## config.mk

```make
export PLATFORM = sky130hd
export DESIGN_NAME = tpclk_gen_flat
export DESIGN_NICKNAME = d
export VERILOG_FILES = /design/src/rtl/tpclk_if.sv /design/src/rtl/tpclk_gen.sv /design/src/flat_wrapper.sv
export SDC_FILE = /design/constraint.sdc
export NUM_CORES = 1
export LEC_CHECK = 0
export ABC_AREA = 1
export CORE_UTILIZATION = 61
export DETAILED_ROUTE_END_ITERATION = 6
export PLACE_DENSITY = 0.82
export SYNTH_ARGS = -nofsm -noshare
export SYNTH_HDL_FRONTEND = slang
export SYNTH_SLANG_ARGS = --single-unit
```

## constraint.sdc

```tcl
create_clock -name clk -period 4.5 [get_ports clk]
set_clock_uncertainty 0.2 [all_clocks]
set_input_delay 0.9 -clock clk [delete_from_list [all_inputs] [get_ports clk]]
set_output_delay 0.9 -clock clk [all_outputs]
set_load 0.005 [all_outputs]
```

## src/rtl/tpclk_if.sv

```systemverilog
// Control and timing-output bundle for tpclk_gen; the generator attaches through
// the slave modport and whoever drives run/ilong/hang/sstep uses the master modport.
interface tpclk_if;
    // run is a level request, consumed only at a cycle boundary; there is no ready
    // return path, so busy and cyc_start are the only acknowledgement upstream sees.
    logic       run;
    logic       ilong;
    logic       hang;
    logic       sstep;
    logic       cyc_start;
    logic [4:0] tap_n;
    logic       tpclk;
    logic       tpwp;
    logic       busy;
    logic [1:0] state;

    modport master (
        output run, ilong, hang, sstep,
        input  cyc_start, tap_n, tpclk, tpwp, busy, state
    );

    modport slave (
        input  run, ilong, hang, sstep,
        output cyc_start, tap_n, tpclk, tpwp, busy, state
    );
endinterface

```

## src/rtl/tpclk_gen.sv

```systemverilog
// Machine-cycle timing generator: cycle start, five tap strobes, TPCLK and TPWP from tick counting.
// Optional single-step request is built only when TPCLK_SSTEP_EN is defined.
module tpclk_gen #(
    parameter int TAP_TICKS   = 5,
    parameter int SHORT_TAPS  = 4,
    parameter int LONG_TAPS   = 5,
    parameter int PULSE_TICKS = 1
) (
    input  logic   clk,
    input  logic   reset_n,
    tpclk_if.slave bus
);

    localparam int TW = $clog2(LONG_TAPS * TAP_TICKS);
    localparam int PW = $clog2(TAP_TICKS);

    localparam logic [1:0] S_IDLE = 2'd0;
    localparam logic [1:0] S_RUN  = 2'd1;
    localparam logic [1:0] S_HOLD = 2'd2;

    localparam logic [TW-1:0] T_ZERO = '0;
    localparam logic [TW-1:0] T_ONE  = TW'(1);
    localparam logic [PW-1:0] P_ZERO = '0;
    localparam logic [PW-1:0] P_ONE  = PW'(1);
    localparam logic [PW-1:0] P_LOAD = PW'(PULSE_TICKS - 1);

    logic [1:0]    r_state;
    logic [TW-1:0] r_t;
    logic          r_long;
    logic          r_cyc_start;
    logic [4:0]    r_tap_n;
    logic [PW-1:0] r_pcnt [5];
    logic          r_tpclk;
    logic          r_tpwp;
    logic          r_busy;

    logic          w_go;
    logic          w_last;
    logic [1:0]    w_nstate;
    logic [TW-1:0] w_nt;
    logic          w_start;
    logic          w_nlong;
    logic          w_nrun;
    int            w_cur_len;
    int            w_ntaps;
    int            w_nt_i;
    logic          w_tpclk_d;
    logic          w_tpwp_d;
    logic [4:0]    w_fire;

`ifdef TPCLK_SSTEP_EN
    // A single-step request behaves like run for exactly one boundary decision.
    assign w_go = bus.run | bus.sstep;
`else
    logic w_unused_sstep;
    assign w_unused_sstep = bus.sstep;
    assign w_go           = bus.run;
`endif

    assign w_cur_len = (r_long ? LONG_TAPS : SHORT_TAPS) * TAP_TICKS;
    assign w_last    = (r_state == S_RUN) && (int'(r_t) == w_cur_len - 1);

    always_comb begin
        w_nstate = r_state;
        w_nt     = r_t;
        w_start  = 1'b0;
        case (r_state)
            S_IDLE: begin
                w_nt = T_ZERO;
                if (w_go) begin
                    w_nstate = S_RUN;
                    w_start  = 1'b1;
                end
            end
            S_RUN: begin
                if (w_last) begin
                    w_nt = T_ZERO;
                    if (bus.hang) begin
                        w_nstate = S_HOLD;
                    end else if (bus.run) begin
                        w_nstate = S_RUN;
                        w_start  = 1'b1;
                    end else begin
                        w_nstate = S_IDLE;
                    end
                end else begin
                    w_nt = r_t + T_ONE;
                end
            end
            S_HOLD: begin
                w_nt = T_ZERO;
                if (!bus.hang) begin
                    if (bus.run) begin
                        w_nstate = S_RUN;
                        w_start  = 1'b1;
                    end else begin
                        w_nstate = S_IDLE;
                    end
                end
            end
            default: begin
                w_nstate = S_IDLE;
                w_nt     = T_ZERO;
            end
        endcase
    end

    // Outputs are decoded from the next tick's values so every output is a flop.
    always_comb begin
        w_nlong   = w_start ? bus.ilong : r_long;
        w_ntaps   = w_nlong ? LONG_TAPS : SHORT_TAPS;
        w_nrun    = (w_nstate == S_RUN);
        w_nt_i    = int'(w_nt);
        w_tpclk_d = w_nrun && (w_nt_i < 2 * TAP_TICKS);
        w_tpwp_d  = w_nrun && (w_nt_i >= (w_ntaps - 2) * TAP_TICKS)
                           && (w_nt_i <  (w_ntaps - 1) * TAP_TICKS);
        w_fire    = '0;
        for (int k = 0; k < 5; k++) begin
            w_fire[k] = w_nrun && (k < w_ntaps) && (w_nt_i == (k + 1) * TAP_TICKS - 1);
        end
    end

    always_ff @(posedge clk or negedge reset_n) begin
        if (!reset_n) begin
            r_state     <= S_IDLE;
            r_t         <= T_ZERO;
            r_long      <= 1'b0;
            r_cyc_start <= 1'b0;
            r_tpclk     <= 1'b0;
            r_tpwp      <= 1'b0;
            r_busy      <= 1'b0;
        end else begin
            r_state     <= w_nstate;
            r_t         <= w_nt;
            r_long      <= w_nlong;
            r_cyc_start <= w_start;
            r_tpclk     <= w_tpclk_d;
            r_tpwp      <= w_tpwp_d;
            r_busy      <= (w_nstate != S_IDLE);
        end
    end

    // Each strobe times its own width, so the last tap can spill into the next cycle.
    always_ff @(posedge clk or negedge reset_n) begin
        if (!reset_n) begin
            r_tap_n <= 5'h1F;
            for (int k = 0; k < 5; k++) begin
                r_pcnt[k] <= P_ZERO;
            end
        end else begin
            for (int k = 0; k < 5; k++) begin
                if (w_fire[k]) begin
                    r_tap_n[k] <= 1'b0;
                    r_pcnt[k]  <= P_LOAD;
                end else if (r_pcnt[k] != P_ZERO) begin
                    r_pcnt[k]  <= r_pcnt[k] - P_ONE;
                end else begin
                    r_tap_n[k] <= 1'b1;
                end
            end
        end
    end

    assign bus.cyc_start = r_cyc_start;
    assign bus.tap_n     = r_tap_n;
    assign bus.tpclk     = r_tpclk;
    assign bus.tpwp      = r_tpwp;
    assign bus.busy      = r_busy;
    assign bus.state     = r_state;

endmodule
```

## src/flat_wrapper.sv

```systemverilog
// flat-port wrapper written by rule: the top's interface ports become plain ports
module tpclk_gen_flat 
#(
    parameter int TAP_TICKS   = 5,
    parameter int SHORT_TAPS  = 4,
    parameter int LONG_TAPS   = 5,
    parameter int PULSE_TICKS = 1
)
  (clk, reset_n, bus_run, bus_ilong, bus_hang, bus_sstep, bus_cyc_start, bus_tap_n, bus_tpclk, bus_tpwp, bus_busy, bus_state);
  tpclk_if bus_i ();
  input  logic clk;
  input  logic reset_n;
  input wire logic [$bits(bus_i.run)-1:0] bus_run;
  input wire logic [$bits(bus_i.ilong)-1:0] bus_ilong;
  input wire logic [$bits(bus_i.hang)-1:0] bus_hang;
  input wire logic [$bits(bus_i.sstep)-1:0] bus_sstep;
  output wire logic [$bits(bus_i.cyc_start)-1:0] bus_cyc_start;
  output wire logic [$bits(bus_i.tap_n)-1:0] bus_tap_n;
  output wire logic [$bits(bus_i.tpclk)-1:0] bus_tpclk;
  output wire logic [$bits(bus_i.tpwp)-1:0] bus_tpwp;
  output wire logic [$bits(bus_i.busy)-1:0] bus_busy;
  output wire logic [$bits(bus_i.state)-1:0] bus_state;
  assign bus_i.run = bus_run;
  assign bus_i.ilong = bus_ilong;
  assign bus_i.hang = bus_hang;
  assign bus_i.sstep = bus_sstep;
  assign bus_cyc_start = bus_i.cyc_start;
  assign bus_tap_n = bus_i.tap_n;
  assign bus_tpclk = bus_i.tpclk;
  assign bus_tpwp = bus_i.tpwp;
  assign bus_busy = bus_i.busy;
  assign bus_state = bus_i.state;
  tpclk_gen #(.TAP_TICKS(TAP_TICKS), .SHORT_TAPS(SHORT_TAPS), .LONG_TAPS(LONG_TAPS), .PULSE_TICKS(PULSE_TICKS)) u_core (.clk(clk), .reset_n(reset_n), .bus(bus_i));
endmodule
```

==> results.yml <==
status:
  outcome: "finished with violations"
  failed_checks: "design-rule violations"
route:
  firstDrtPassIters: 6
  vias_per_cell: 5.04
  wirelength_um: 3190
  drt-initial-drc-count: 56
  vias: 1402
  drc_errors: 1
  drt.antenna.violating_nets: 0
  wl_per_cell_um: 11.5
job:
  cap_violations: 0
sta:
  slew_headroom_pct: 73.5
  slew_violations: 0
  hold_violations: 0
  worstMarginPinSlew_ns: 0.398
  fin_crit_sh_pct: 61.6
  rsz0062_at_grt: "no"
  setup_tns_ns: 0
  fmax_mhz: 361
  whs_ns: 0.283
  finalCriticalPeriod_ns: 2.77
  finalSetupViolCount: 0
die:
  core_area_um2: 2850
  die_h_um: 57.9
  boundaryPins: 17
  num_rows: 19
  chipWidth_um: 57.9
  initial_core_util_pct: 66.9
  die-area_um2: 3360
synth:
  synth.cell_area_um2: 1910
  ys_warn_count: 0
  synth_top_cell_by_area: "dfrtp_1"
  synth-simple-area-share_pct: 29.2
  synth_top_area_share_pct: 35.4
  synth-adder-area-share_pct: 11.1
  synth_top_family_by_area: "simple AND/OR/NAND/NOR gates"
  synth_seq_area_share_pct: 42.3
  synth.area.top_cells: "dfrtp_1 (35%), ha_1 (11%), inv_1 (8.5%)"
  synth_xor_area_share_pct: 2.75
  synth_mux_area_share_pct: 0.590
  synth_cells: 223
  ys_types: 30
  ys_seq_elements: 32
  synth-compound-area-share_pct: 5.18
  synthesis.nets: 246
  avgSynthCellArea_um2: 8.56
global_routing:
  grt_pass1_wl_um: 5870
  grt_max_degree: 33
  globalRouteOverflowTotal: 0
  grt_pass1_vias: 1382
  grt_antenna_before_repair: 0
  grtUsageTotal_pct: 23.6
clocking:
  htree_levels: 2
  cts_resized: 0
  cts_num_sinks: 32
  cts_made_buffers: 5
  clk_latency_ns: 0.34
  clock_path_buffers: 2
  cts_hold_buf: 0
  cts.reportedPaths.clkPinSlew_ns: 0.09
  cts-root-buf: "clkbuf_4"
  post-cts-setup-buffer-count: 0
  cts_tree: "done"
finish:
  area_growth_pct: 14.3
  drive_above_1_share_pct: 15.0
  final_cell_area_um2: 2180
  nets: 269
  antenna_cells: 0
critical_path:
  critPathMaxStageDelay_ns: 0.39
  critPathCaptureType: "flop"
  cpLargestDelayFamily: "simple AND/OR/NAND/NOR gates"
  crit_required_ns: 4.58
  path_cells: "clkdlybuf4s50_1, inv_1, nand2_1, inv_1, nand3_1, nand3_2, nand2_1, nand2_2, inv_1, ha_1, inv_1, nor2_1, nand3_1, nand2_1, nand2_1, nand3_1, nand2_1, inv_1"
  setup.worst_path.class: "primary input to flop"
  crit_fanout: 9
  worst_setup_path_start_kind: "primary input"
  cpMaxStageDelayCell: "clkdlybuf4s50_1"
  worstPathBufferInverterCount: 6
  arrival_ns: 2.86
min_path:
  min_path_type: "flop to flop"
place:
  hpwlAfterDp_um: 2390
  placed_area_um2: 2110
  portBuffers: 15
  gp_congestion: 0.853
power:
  irDropWorstVdd_mv: 0.475
  leakagePower_nw: 1.14
  powerDensity_nw_per_um2: 636
## final timing paths
check / from / endpoint / slack, ns / depth (start not counted)
max: bus_hang / u_core.bus.tpwp$_DFF_PN0_ / 1.73 / 18
min: u_core.r_pcnt[9]$_DFFE_PN0P_ / u_core.r_pcnt[9]$_DFFE_PN0P_ / 0.28 / 1
max reg2reg: u_core.r_t[2]$_DFF_PN0_ / u_core.bus.tpwp$_DFF_PN0_ / 2.00 / 17
min reg2reg: u_core.r_pcnt[9]$_DFFE_PN0P_ / u_core.r_pcnt[9]$_DFFE_PN0P_ / 0.28 / 1
max in group asynchronous: reset_n / u_core.bus.tap_n[2]$_DFFE_PN1P_ / 3.02 / 2
min in group asynchronous: reset_n / u_core.r_pcnt[13]$_DFFE_PN0P_ / 0.75 / 2
## registers in the layout (all words and copies together), names as in the netlist
| signal | cells |
|---|---|
| u_core.bus.state | 2 |
| u_core.bus.tap_n | 5 |
| u_core.bus.cyc_start | 1 |
| u_core.bus.tpwp | 1 |
| u_core.r_pcnt | 15 |
| u_core.bus.tpclk | 1 |
| u_core.bus.busy | 1 |
| u_core.r_t | 5 |
| u_core.r_long | 1 |
## layout make-up
type,count,area (um2)
well taps,31,38.8
flip-flops and latches,32,807
multi-input cells,146,932
repair buffers,16,158
clock buffers,6,41.3
clock inverters,2,35.0
fillers,212,671
inverters,45,170
## power by group
| group | switching (W) | leakage, nW | total (W) | internal (W) |
|---|---|---|---|---|
| combinational | 0.000459 | 0.701 | 0.000752 | 0.000293 |
| sequential | 0.0000561 | 0.400 | 0.000424 | 0.000368 |
| clock | 0.0000953 | 0.0422 | 0.000212 | 0.000116 |
## placed cells by master, fill, tap and decap left out
master            n
a211oi_1          1
a21oi_1           7
buf_4             1
bufinv_16         1
clkbuf_1          1
clkbuf_4          5
clkdlybuf4s50_1  15
clkinv_2          2
dfrtp_1          27
dfstp_2           5
ha_1             17
inv_1            43
inv_2             1
mux2_2            1
nand2_1          39
nand2_2           6
nand3_1          15
nand3_2           2
nand3_4           3
nand3b_1          2
nand4_1           4
nand4_4           1
nor2_1           24
nor2_2            3
nor2_4            1
nor3_1            1
nor3_2            2
nor3b_2           1
o21a_1            3
o21ai_0           3
o21ai_1           2
o21ai_2           1
or2_2             1
xnor2_1           3
xor2_1            3
## metal layers
metal  routed length (um)  global-route usage (%)
met1                 1420                    29.5
met4                   53                    10.9
met2                 1560                    37.4
met5                    0                       0
met3                  159                    7.59
## synth_stat cells, drive strengths merged
library cell  count
inv              44
dfstp             5
dfrtp            27
o21ai             6
nand3b            2
xnor2             3
nand3            20
o21a              3
a211oi            1
clkinv            1
nor3b             1
nor3              3
ha               17
a21oi             7
xor2              3
mux2              1
nor2             28
nand2            45
or2               1
nand4             5
## stage by stage
stage               setup WS, ns  std cells  util (%)  power [W]
floorplan                   2.02        223         -   0.000988
global placement            1.39        270      73.8    0.00115
detailed placement          1.37        270      73.8    0.00117
CTS                         1.72        278      76.5    0.00140
global route                1.44        278      76.5    0.00152
finish                      1.73        278      76.5    0.00139
## cell families (layout without fill, tap and decap cells)
group | Yosys count | after routing
buffers and inverters | 45 | 69
XOR/XNOR | 6 | 6
AO/OA/AOI/OAI | 17 | 17
adder cells (fa/ha/maj) | 17 | 17
multiplexers | 1 | 1
AND/OR/NAND/NOR | 105 | 105
flip-flops | 32 | 32
Power figures use the tool's default switching activity.
